<file path="src/rtl/cm0_ctrl_pkg.sv">
// Shared definitions for the Cortex-M0 control sequencer.
// Holds the FSM state encodings, the memory address-source codes and the
// fixed reset-vector addresses used by the bus interface.
package cm0_ctrl_pkg;

  // Architectural FSM encoding; HALT and FAULT share code 7 and are told
  // apart by the sticky fault flag.
  typedef enum logic [2:0] {
    ST_RST_SP     = 3'd0,
    ST_RST_PC     = 3'd1,
    ST_FETCH      = 3'd2,
    ST_DECODE     = 3'd3,
    ST_EXEC       = 3'd4,
    ST_MEM        = 3'd5,
    ST_WB         = 3'd6,
    ST_HALT_FAULT = 3'd7
  } cu_state_t;

  // Address source selected on the bus while mem_req is high.
  typedef enum logic [1:0] {
    SEL_PC     = 2'd0,
    SEL_VEC_SP = 2'd1,
    SEL_VEC_PC = 2'd2,
    SEL_DATA   = 2'd3
  } mem_sel_t;

  // Reset vector table: initial SP at 0x0, reset handler address at 0x4.
  localparam logic [31:0] VEC_SP_ADDR = 32'h0000_0000;
  localparam logic [31:0] VEC_PC_ADDR = 32'h0000_0004;

  // True for every state that owns a bus transfer.
  function automatic logic is_mem_state(input cu_state_t s);
    return (s == ST_RST_SP) || (s == ST_RST_PC) ||
           (s == ST_FETCH)  || (s == ST_MEM);
  endfunction

endpackage

</file>
<file path="src/rtl/cm0_ctrl_sequencer_if.sv">
// Memory handshake bundle between the control sequencer (master) and the
// bus interface (slave). mem_addr_sel uses the mem_sel_t codes.
interface cm0_ctrl_sequencer_if;

  logic       mem_req;
  logic       mem_we;
  logic [1:0] mem_addr_sel;
  logic       mem_ack;

  modport master (
    output mem_req,
    output mem_we,
    output mem_addr_sel,
    input  mem_ack
  );

  modport slave (
    input  mem_req,
    input  mem_we,
    input  mem_addr_sel,
    output mem_ack
  );

endinterface

</file>
<file path="src/rtl/cm0_mem_timeout.sv">
// Wait-state watchdog for a single memory transfer.
// Counts cycles spent requesting without an ack; 'expired' is raised in the
// cycle the count equals MEM_TIMEOUT and no ack is present, so a late ack in
// that very cycle still wins. MEM_TIMEOUT=0 disables the watchdog.
// MEM_TIMEOUT must be smaller than 2**TMO_W.
module cm0_mem_timeout #(
  parameter int unsigned MEM_TIMEOUT = 16,
  parameter int unsigned TMO_W       = 8
) (
  input  logic clk,
  input  logic rst_n,
  input  logic active,
  input  logic ack,
  output logic expired
);

  localparam logic [TMO_W-1:0] TMO_LIMIT = TMO_W'(MEM_TIMEOUT);
  localparam logic [TMO_W-1:0] CNT_MAX   = '1;

  logic [TMO_W-1:0] cnt_reg;
  logic [TMO_W-1:0] cnt_next;

  // Next count: clear on ack or when no transfer is pending, else saturate-increment.
  always_comb begin
    cnt_next = cnt_reg;
    if (!active || ack) begin
      cnt_next = '0;
    end else if (cnt_reg != CNT_MAX) begin
      cnt_next = cnt_reg + TMO_W'(1);
    end
  end

  // Wait-cycle counter register.
  always_ff @(posedge clk or negedge rst_n) begin
    if (!rst_n) begin
      cnt_reg <= '0;
    end else begin
      cnt_reg <= cnt_next;
    end
  end

  generate
    if (MEM_TIMEOUT == 0) begin : g_no_timeout
      assign expired = 1'b0;
    end else begin : g_timeout
      assign expired = active && !ack && (cnt_reg == TMO_LIMIT);
    end
  endgenerate

endmodule

</file>
<file path="src/rtl/cm0_ctrl_sequencer.sv">
// Cortex-M0 multi-cycle control sequencer.
// Boots through the reset vector (SP, then PC), then loops
// FETCH/DECODE/EXEC/[MEM]/WB, driving register-file, PSR and PRIMASK load
// enables. Bus transfers use a req/ack handshake guarded by cm0_mem_timeout;
// a timeout lands in a sticky FAULT that only reset clears.
// All strobes are combinational decodes of registered state and are forced
// low while rst_n is low, so reset aborts a transfer immediately.
// Optional build macro CU_PERF_CNT_EN adds cyc_cnt/instr_cnt counters.
module cm0_ctrl_sequencer
  import cm0_ctrl_pkg::*;
#(
  parameter int unsigned MEM_TIMEOUT = 16,
  parameter int unsigned TMO_W       = 8,
  parameter int unsigned CNT_W       = 32
) (
  input  logic                  clk,
  input  logic                  rst_n,
  cm0_ctrl_sequencer_if.master  bus,
  input  logic                  is_load,
  input  logic                  is_store,
  input  logic                  is_branch,
  input  logic                  is_bl,
  input  logic                  is_cps,
  input  logic                  wr_rd,
  input  logic                  wr_flags,
  input  logic                  halt_req,
  output logic                  ld_ir,
  output logic                  pc_inc,
  output logic                  cu_decode,
  output logic                  ld_sp,
  output logic                  ld_lr,
  output logic                  ld_pc,
  output logic                  ld_rd,
  output logic                  ld_apsr,
  output logic                  ld_ipsr,
  output logic                  ld_primask,
  output logic                  halted,
  output logic                  fault,
  output logic [2:0]            state
`ifdef CU_PERF_CNT_EN
  ,
  output logic [CNT_W-1:0]      cyc_cnt,
  output logic [CNT_W-1:0]      instr_cnt
`endif
);

  cu_state_t state_reg;
  cu_state_t state_next;
  logic      fault_reg;
  logic      fault_next;
  logic      ipsr_done_reg;
  logic      ipsr_done_next;

  logic      mem_active;
  logic      mem_ack;
  logic      tmo_expired;
  logic      mem_we_c;
  mem_sel_t  sel_c;

  assign mem_ack    = bus.mem_ack;
  assign mem_active = rst_n && is_mem_state(state_reg);

  cm0_mem_timeout #(
    .MEM_TIMEOUT (MEM_TIMEOUT),
    .TMO_W       (TMO_W)
  ) u_timeout (
    .clk     (clk),
    .rst_n   (rst_n),
    .active  (mem_active),
    .ack     (mem_ack),
    .expired (tmo_expired)
  );

  // Next-state and strobe decode; everything defaults low, then reset masks all outputs.
  always_comb begin
    state_next     = state_reg;
    fault_next     = fault_reg;
    ipsr_done_next = ipsr_done_reg;
    mem_we_c       = 1'b0;
    sel_c          = SEL_PC;
    ld_ir          = 1'b0;
    pc_inc         = 1'b0;
    cu_decode      = 1'b0;
    ld_sp          = 1'b0;
    ld_lr          = 1'b0;
    ld_pc          = 1'b0;
    ld_rd          = 1'b0;
    ld_apsr        = 1'b0;
    ld_ipsr        = 1'b0;
    ld_primask     = 1'b0;

    case (state_reg)
      ST_RST_SP: begin
        sel_c = SEL_VEC_SP;
        if (mem_ack) begin
          ld_sp      = 1'b1;
          state_next = ST_RST_PC;
        end else if (tmo_expired) begin
          state_next = ST_HALT_FAULT;
          fault_next = 1'b1;
        end
      end
      ST_RST_PC: begin
        sel_c = SEL_VEC_PC;
        if (mem_ack) begin
          ld_pc      = 1'b1;
          state_next = ST_FETCH;
        end else if (tmo_expired) begin
          state_next = ST_HALT_FAULT;
          fault_next = 1'b1;
        end
      end
      ST_FETCH: begin
        sel_c = SEL_PC;
        if (mem_ack) begin
          ld_ir      = 1'b1;
          pc_inc     = 1'b1;
          state_next = ST_DECODE;
        end else if (tmo_expired) begin
          state_next = ST_HALT_FAULT;
          fault_next = 1'b1;
        end
      end
      ST_DECODE: begin
        cu_decode  = 1'b1;
        state_next = ST_EXEC;
      end
      ST_EXEC: begin
        state_next = (is_load || is_store) ? ST_MEM : ST_WB;
      end
      ST_MEM: begin
        // A load+store encoding behaves as a store on the bus.
        sel_c    = SEL_DATA;
        mem_we_c = is_store;
        if (mem_ack) begin
          state_next = ST_WB;
        end else if (tmo_expired) begin
          state_next = ST_HALT_FAULT;
          fault_next = 1'b1;
        end
      end
      ST_WB: begin
        // A load+store encoding is a store, so it never writes Rd from memory.
        ld_rd      = wr_rd || (is_load && !is_store);
        ld_apsr    = wr_flags;
        ld_pc      = is_branch;
        ld_lr      = is_bl;
        ld_primask = is_cps;
        state_next = halt_req ? ST_HALT_FAULT : ST_FETCH;
      end
      ST_HALT_FAULT: begin
        if (fault_reg) begin
          ld_ipsr        = !ipsr_done_reg;
          ipsr_done_next = 1'b1;
        end else if (!halt_req) begin
          state_next = ST_FETCH;
        end
      end
      default: begin
        state_next = ST_RST_SP;
      end
    endcase

    if (!rst_n) begin
      mem_we_c   = 1'b0;
      sel_c      = SEL_PC;
      ld_ir      = 1'b0;
      pc_inc     = 1'b0;
      cu_decode  = 1'b0;
      ld_sp      = 1'b0;
      ld_lr      = 1'b0;
      ld_pc      = 1'b0;
      ld_rd      = 1'b0;
      ld_apsr    = 1'b0;
      ld_ipsr    = 1'b0;
      ld_primask = 1'b0;
    end
  end

  // FSM state, sticky fault flag and one-shot IPSR marker.
  always_ff @(posedge clk or negedge rst_n) begin
    if (!rst_n) begin
      state_reg     <= ST_RST_SP;
      fault_reg     <= 1'b0;
      ipsr_done_reg <= 1'b0;
    end else begin
      state_reg     <= state_next;
      fault_reg     <= fault_next;
      ipsr_done_reg <= ipsr_done_next;
    end
  end

  assign bus.mem_req      = mem_active;
  assign bus.mem_we       = mem_we_c;
  assign bus.mem_addr_sel = sel_c;

  assign state  = state_reg;
  assign fault  = fault_reg;
  assign halted = (state_reg == ST_HALT_FAULT) && !fault_reg;

`ifdef CU_PERF_CNT_EN
  logic [CNT_W-1:0] cyc_cnt_reg;
  logic [CNT_W-1:0] instr_cnt_reg;

  // Free-running cycle and retired-instruction counters, wrapping naturally.
  always_ff @(posedge clk or negedge rst_n) begin
    if (!rst_n) begin
      cyc_cnt_reg   <= '0;
      instr_cnt_reg <= '0;
    end else begin
      if (state_reg != ST_HALT_FAULT) begin
        cyc_cnt_reg <= cyc_cnt_reg + CNT_W'(1);
      end
      if (state_reg == ST_WB) begin
        instr_cnt_reg <= instr_cnt_reg + CNT_W'(1);
      end
    end
  end

  assign cyc_cnt   = cyc_cnt_reg;
  assign instr_cnt = instr_cnt_reg;
`endif

endmodule

</file>
<file path="src/flat_wrapper.sv">
// flat-port wrapper written by rule: the top's interface ports become plain ports
module cm0_ctrl_sequencer_flat import cm0_ctrl_pkg::*;
#(
  parameter int unsigned MEM_TIMEOUT = 16,
  parameter int unsigned TMO_W       = 8,
  parameter int unsigned CNT_W       = 32
)
  (clk, rst_n, is_load, is_store, is_branch, is_bl, is_cps, wr_rd, wr_flags, halt_req, ld_ir, pc_inc, cu_decode, ld_sp, ld_lr, ld_pc, ld_rd, ld_apsr, ld_ipsr, ld_primask, halted, fault, state, bus_mem_req, bus_mem_we, bus_mem_addr_sel, bus_mem_ack);
  cm0_ctrl_sequencer_if bus_i ();
  input  logic clk;
  input  logic rst_n;
  input  logic is_load;
  input  logic is_store;
  input  logic is_branch;
  input  logic is_bl;
  input  logic is_cps;
  input  logic wr_rd;
  input  logic wr_flags;
  input  logic halt_req;
  output logic ld_ir;
  output logic pc_inc;
  output logic cu_decode;
  output logic ld_sp;
  output logic ld_lr;
  output logic ld_pc;
  output logic ld_rd;
  output logic ld_apsr;
  output logic ld_ipsr;
  output logic ld_primask;
  output logic halted;
  output logic fault;
  output logic [2:0] state;
  output wire logic [$bits(bus_i.mem_req)-1:0] bus_mem_req;
  output wire logic [$bits(bus_i.mem_we)-1:0] bus_mem_we;
  output wire logic [$bits(bus_i.mem_addr_sel)-1:0] bus_mem_addr_sel;
  input wire logic [$bits(bus_i.mem_ack)-1:0] bus_mem_ack;
  assign bus_mem_req = bus_i.mem_req;
  assign bus_mem_we = bus_i.mem_we;
  assign bus_mem_addr_sel = bus_i.mem_addr_sel;
  assign bus_i.mem_ack = bus_mem_ack;
  cm0_ctrl_sequencer #(.MEM_TIMEOUT(MEM_TIMEOUT), .TMO_W(TMO_W), .CNT_W(CNT_W)) u_core (.clk(clk), .rst_n(rst_n), .bus(bus_i), .is_load(is_load), .is_store(is_store), .is_branch(is_branch), .is_bl(is_bl), .is_cps(is_cps), .wr_rd(wr_rd), .wr_flags(wr_flags), .halt_req(halt_req), .ld_ir(ld_ir), .pc_inc(pc_inc), .cu_decode(cu_decode), .ld_sp(ld_sp), .ld_lr(ld_lr), .ld_pc(ld_pc), .ld_rd(ld_rd), .ld_apsr(ld_apsr), .ld_ipsr(ld_ipsr), .ld_primask(ld_primask), .halted(halted), .fault(fault), .state(state));
endmodule
</file>
<file path="config.mk">
export PLATFORM = sky130hd
export DESIGN_NAME = cm0_ctrl_sequencer_flat
export DESIGN_NICKNAME = d
export VERILOG_FILES = /design/src/rtl/cm0_ctrl_pkg.sv /design/src/rtl/cm0_ctrl_sequencer_if.sv /design/src/rtl/cm0_mem_timeout.sv /design/src/rtl/cm0_ctrl_sequencer.sv /design/src/flat_wrapper.sv
export SDC_FILE = /design/constraint.sdc
export NUM_CORES = 1
export LEC_CHECK = 0
export ABC_AREA = 1
export CORE_ASPECT_RATIO = 1.4
export CORE_MARGIN = 1.5
export CORE_UTILIZATION = 45
export CTS_BUF_LIST = sky130_fd_sc_hd__clkbuf_8
export CTS_CLUSTER_DIAMETER = 100
export DETAILED_ROUTE_END_ITERATION = 6
export GPL_ROUTABILITY_DRIVEN = 0
export PLACE_DENSITY_LB_ADDON = 0.15
export SLEW_MARGIN = 0
export SYNTH_ARGS = -nofsm -noshare
export SYNTH_HDL_FRONTEND = slang
export SYNTH_SLANG_ARGS = --single-unit
</file>
<file path="constraint.sdc">
create_clock -name clk -period 1.75 [get_ports clk]
set_clock_uncertainty 0.15 [all_clocks]
set_input_delay 0.35 -clock clk [delete_from_list [all_inputs] [get_ports clk]]
set_output_delay 0.35 -clock clk [all_outputs]
set_load 0.05 [all_outputs]
</file>
==> results of run 1 <==
cells by family after synthesis:
group	after synthesis	synth area share, %
adders and majority gates	2	2.72
xor gates and xnor gates	2	1.90
and+or+nand+nor	76	38.9
buffers and inverters	27	12.4
DFF	13	35.3
AOI/OAI and AO/OA	13	8.83
timing repair:
action / 4_1_cts
hold buffers: 0
setup endpoints to repair: 16
resized for setup: 20
buffers inserted: 12
pin swaps: 8
metrics by stage:
stage / std cells / TNS [ns] / utilization [%] / hold slack, ns / cell area [um^2]
floorplan: 133 / -2.33 / - / -0.0956 / 1050
global placement: 195 / -5.82 / 84.5 / 0.364 / 1650
detailed placement: 195 / -6.30 / 84.5 / 0.405 / 1650
CTS: 211 / -1.75 / 94.9 / 0.123 / 1850
metal layers:
| layer | GRT overflow | track usage [%] |
|---|---|---|
| met1 | 0 | 74.9 |
| met2 | 28 | 95.3 |
| met3 | 0 | 51.4 |
| met4 | 31 | 93.1 |
| met5 | 0 | 6.25 |
==> out/results.txt, run 1 <==
status - stopped before the end
Stop stage - global routing (5_1_grt)
stop err - [ERROR GRT-0232] Routing congestion too high. Check the congestion heatmap in the GUI.
pre-CTS WS - -0.346 ns
Root Buffer - clkbuf_8
synthesized area - 921 um^2
Synth Net Count - 146
total track usage - 78.6%
I/O Pins - 30
pin count of the biggest net entering global routing - 11
deepest clock path buffer count - 2
post-DP HPWL - 2360 um
CTS sink cnt - 13
Synth top cells by count - 28 x nand2_1, 22 x inv_1, 19 x nor2_1
Main synth FF type - dfrtp_1
Synth Instances - 133
count leader, synth - nand2_1
CTS buffer count - 3
Post-Syn Area per Cell - 6.92 um^2
Yosys reg bits - 13
Yosys top cell by area - dfrtp_1
Site Rows - 19
worst_ep grt - bus_mem_we
initial core utilization - 47.2%
die width - 41.2 um
number of I/O port buffers - 29
Async SR Flop Fraction - 100%
grt ovf - 59
top cells by area, synth - dfrtp_1 35%, nand2_1 11%, inv_1 9.0%, nand3_1 8.2%, nor2_1 7.7%
H-tree Lvls - 1
Post-synth EDFFs - 0
register area share after synthesis - 35.3%
distinct cell type count after synthesis - 28
share of the synthesized area in the top cell type - 35.3%
Die Height - 56.5 um
Worst EP Category - top-level output
Ys Warns - 0
==> run 2, diff against run 1 <==
CORE_AREA = 2 2 63 65   (was default)
CORE_ASPECT_RATIO = default   (was 1.4)
CORE_MARGIN = default   (was 1.5)
CORE_UTILIZATION = default   (was 45)
CTS_BUF_LIST = default   (was sky130_fd_sc_hd__clkbuf_8)
CTS_CLUSTER_DIAMETER = default   (was 100)
DIE_AREA = 0 0 65 67   (was default)
==> out/results.txt, run 2 <==
Post-Syn Area per Cell - 6.92 um^2
FF-to-FF setup slack - 0.17 ns
count leader, synth - nand2_1
CP Launch Type - flop
initial core utilization - 25.5%
max reg flops - 8
internal power - 1.34 mW
Die Height - 67 um
CTS sink cnt - 13
TritonRoute pass-1 iters - 4
share of the synthesized area in the top cell type - 35.3%
Critical Path AT - 1.40 ns
clock-pin transition on the worst setup and hold timing paths - 0.05 ns
synthesized area - 921 um^2
Setup Crit Path Kind - reg -> out
crit end category - output port
dpl cell area - 1680 um^2
area grow syn2layout - 105%
worst r2r dst - u_core.u_timeout.cnt_reg[1]
Yosys reg bits - 13
via count - 1053
status - complete, but fails checks
distinct cell type count after synthesis - 28
maximum vdd ir drop - 0.527 mV
total track usage - 13.6%
Yosys top cell by area - dfrtp_1
RSZ-0062 raised after global routing - true
nets@finish - 202
Synth Net Count - 146
Min Hold Slack - 0.178 ns
Leak - 0.846 nW
number of global-route vias before repair - 1019
register area share after synthesis - 35.3%
Crit path required time - 1.25 ns
die width - 65 um
final hold violation count - 0
MaxCap Viol Count - 0
Final setup viols - 13
CTS tree - yes
CTS buffer count - 3
Final Util - 52.3%
worst slew pin tran - 0.296 ns
Async SR Flop Fraction - 100%
DRT antenna net count - 0
Sw Pwr - 1.16 mW
layout cells sized above 1 - 47.3%
Ys Warns - 0
Root Buffer - clkbuf_8
P per Cell Area - 1330 nW/um^2
Slew HR - 80.1%
number of I/O port buffers - 29
commonest non-fill, non-tap cell in the layout - nand2_1
worst r2r src - u_core.state[1]
top cells by area, synth - dfrtp_1 35%, nand2_1 11%, inv_1 9.0%, nand3_1 8.2%, nor2_1 7.7%
die area - 4360 um^2
Post-synth EDFFs - 0
deepest clock path buffer count - 2
initial antenna violation count - 0
Synth Instances - 133
n_diodes - 0
drt total wl - 2910 um
cells on worst reg2reg path - 7
Site Rows - 22
Final Cycle Share - 109%
Main synth FF type - dfrtp_1
failing checks - setup timing
Final min period - 1.90 ns
Reg power frac - 17.4%
setup ws final - -0.151 ns
Initial DRC Count - 34
cell area after layout - 1890 um^2
Synth top cells by count - 28 x nand2_1, 22 x inv_1, 19 x nor2_1
clock power share - 10.6%
post-DP HPWL - 2270 um
DR WL/cell - 12.3 um
# DRC - 0
pin count of the biggest net entering global routing - 11
I/O Pins - 30
later-pin clock latency in the skew report - 0.24 ns
Critical Path Fanout Max - 4
worst hold-check path type - in -> async
core area - 3610 um^2
Sw Ratio - 46.4%
vias per std cell - 4.46
H-tree Lvls - 1
grt ovf - 0
power share of the combinational group - 72.0%
Final Max Tran Viols - 0
first-pass GRT wire length - 4640 um
most frequent cells in the layout - 23 x nand2_1, 20 x buf_12, 20 x buf_4
FMAX - 526 MHz
run 2: logic make-up after synthesis:
| family | count (synthesis) | synth area share [%] |
|---|---|---|
| compound gates | 13 | 8.83 |
| xor+xnor | 2 | 1.90 |
| fa+ha+maj | 2 | 2.72 |
| buf+inv | 27 | 12.4 |
| flops | 13 | 35.3 |
| simple gates | 76 | 38.9 |
run 2: power by group through the flow:
stage | Sequential, mW | Clock, mW | Combinational, mW
3_5_place_dp | 0.450 | 0 | 1.45
5_1_grt | 0.445 | 0.288 | 1.91
6_report | 0.437 | 0.265 | 1.80
4_1_cts | 0.430 | 0.276 | 1.74
2_1_floorplan | 0.551 | 0 | 0.687
3_3_place_gp | 0.448 | 0 | 1.45
run 2: per-layer routing:
metal | part of all wire (%) | vias to the layer above | routed length, um | track usage [%]
met3 | 3.2 | 6 | 94 | 2.87
met5 | 0 | - | 0 | 0
met1 | 39 | 501 | 1120 | 14.9
met4 | 1.9 | 0 | 55 | 3.72
met2 | 56 | 16 | 1630 | 26.3
li1 | - | 530 | - | -
run 2: area by class of cell:
class / count / area (um^2)
tap: 48 / 60.1
inverter: 24 / 97.6
multi-input combinational: 93 / 661
fill: 327 / 1720
timing repair buffer: 54 / 693
sequential: 13 / 329
clock buffer: 4 / 45.0
run 2: worst max path at each step:
| stage | start | end | slack (ns) | depth (start not counted) |
|---|---|---|---|---|
| 2_1_floorplan | u_core.state[2] | pc_inc | -0.40 | 3 |
| 3_3_place_gp | rst_n | ld_ir | -0.35 | 5 |
| 3_5_place_dp | rst_n | bus_mem_we | -0.36 | 6 |
| 4_1_cts | u_core.state[0] | ld_lr | -0.15 | 6 |
| 5_1_grt | u_core.state[0] | ld_lr | -0.22 | 6 |
| 6_report | u_core.state[0] | ld_lr | -0.15 | 6 |
run 2: metrics by stage:
step                      TNS [ns]  worst slack [ns]  cells  total power [mW]
after floorplan              -2.33            -0.402    133              1.24
after global placement       -6.94            -0.349    222              1.89
after detailed placement     -7.13            -0.362    222              1.90
after CTS                    -1.44            -0.149    235              2.45
after global routing         -2.33            -0.224    236              2.65
final                        -1.34            -0.151    236              2.51
run 2: worst max-delay path: stages (launching register included):
cell,delay [ns]
dfrtp_2,0.45
inv_4,0.11
nand2_4,0.07
nor2_4,0.14
nand2_4,0.12
nor2_4,0.14
buf_12,0.14
run 2: repair_timing:
action,in CTS,in global routing
resized for setup,21,6
gates cloned,0,0
endpoints found under the setup margin,22,15
pin swaps,10,4
hold buffers,0,0
buffers inserted,9,1
(Power assumes the default switching activity.)
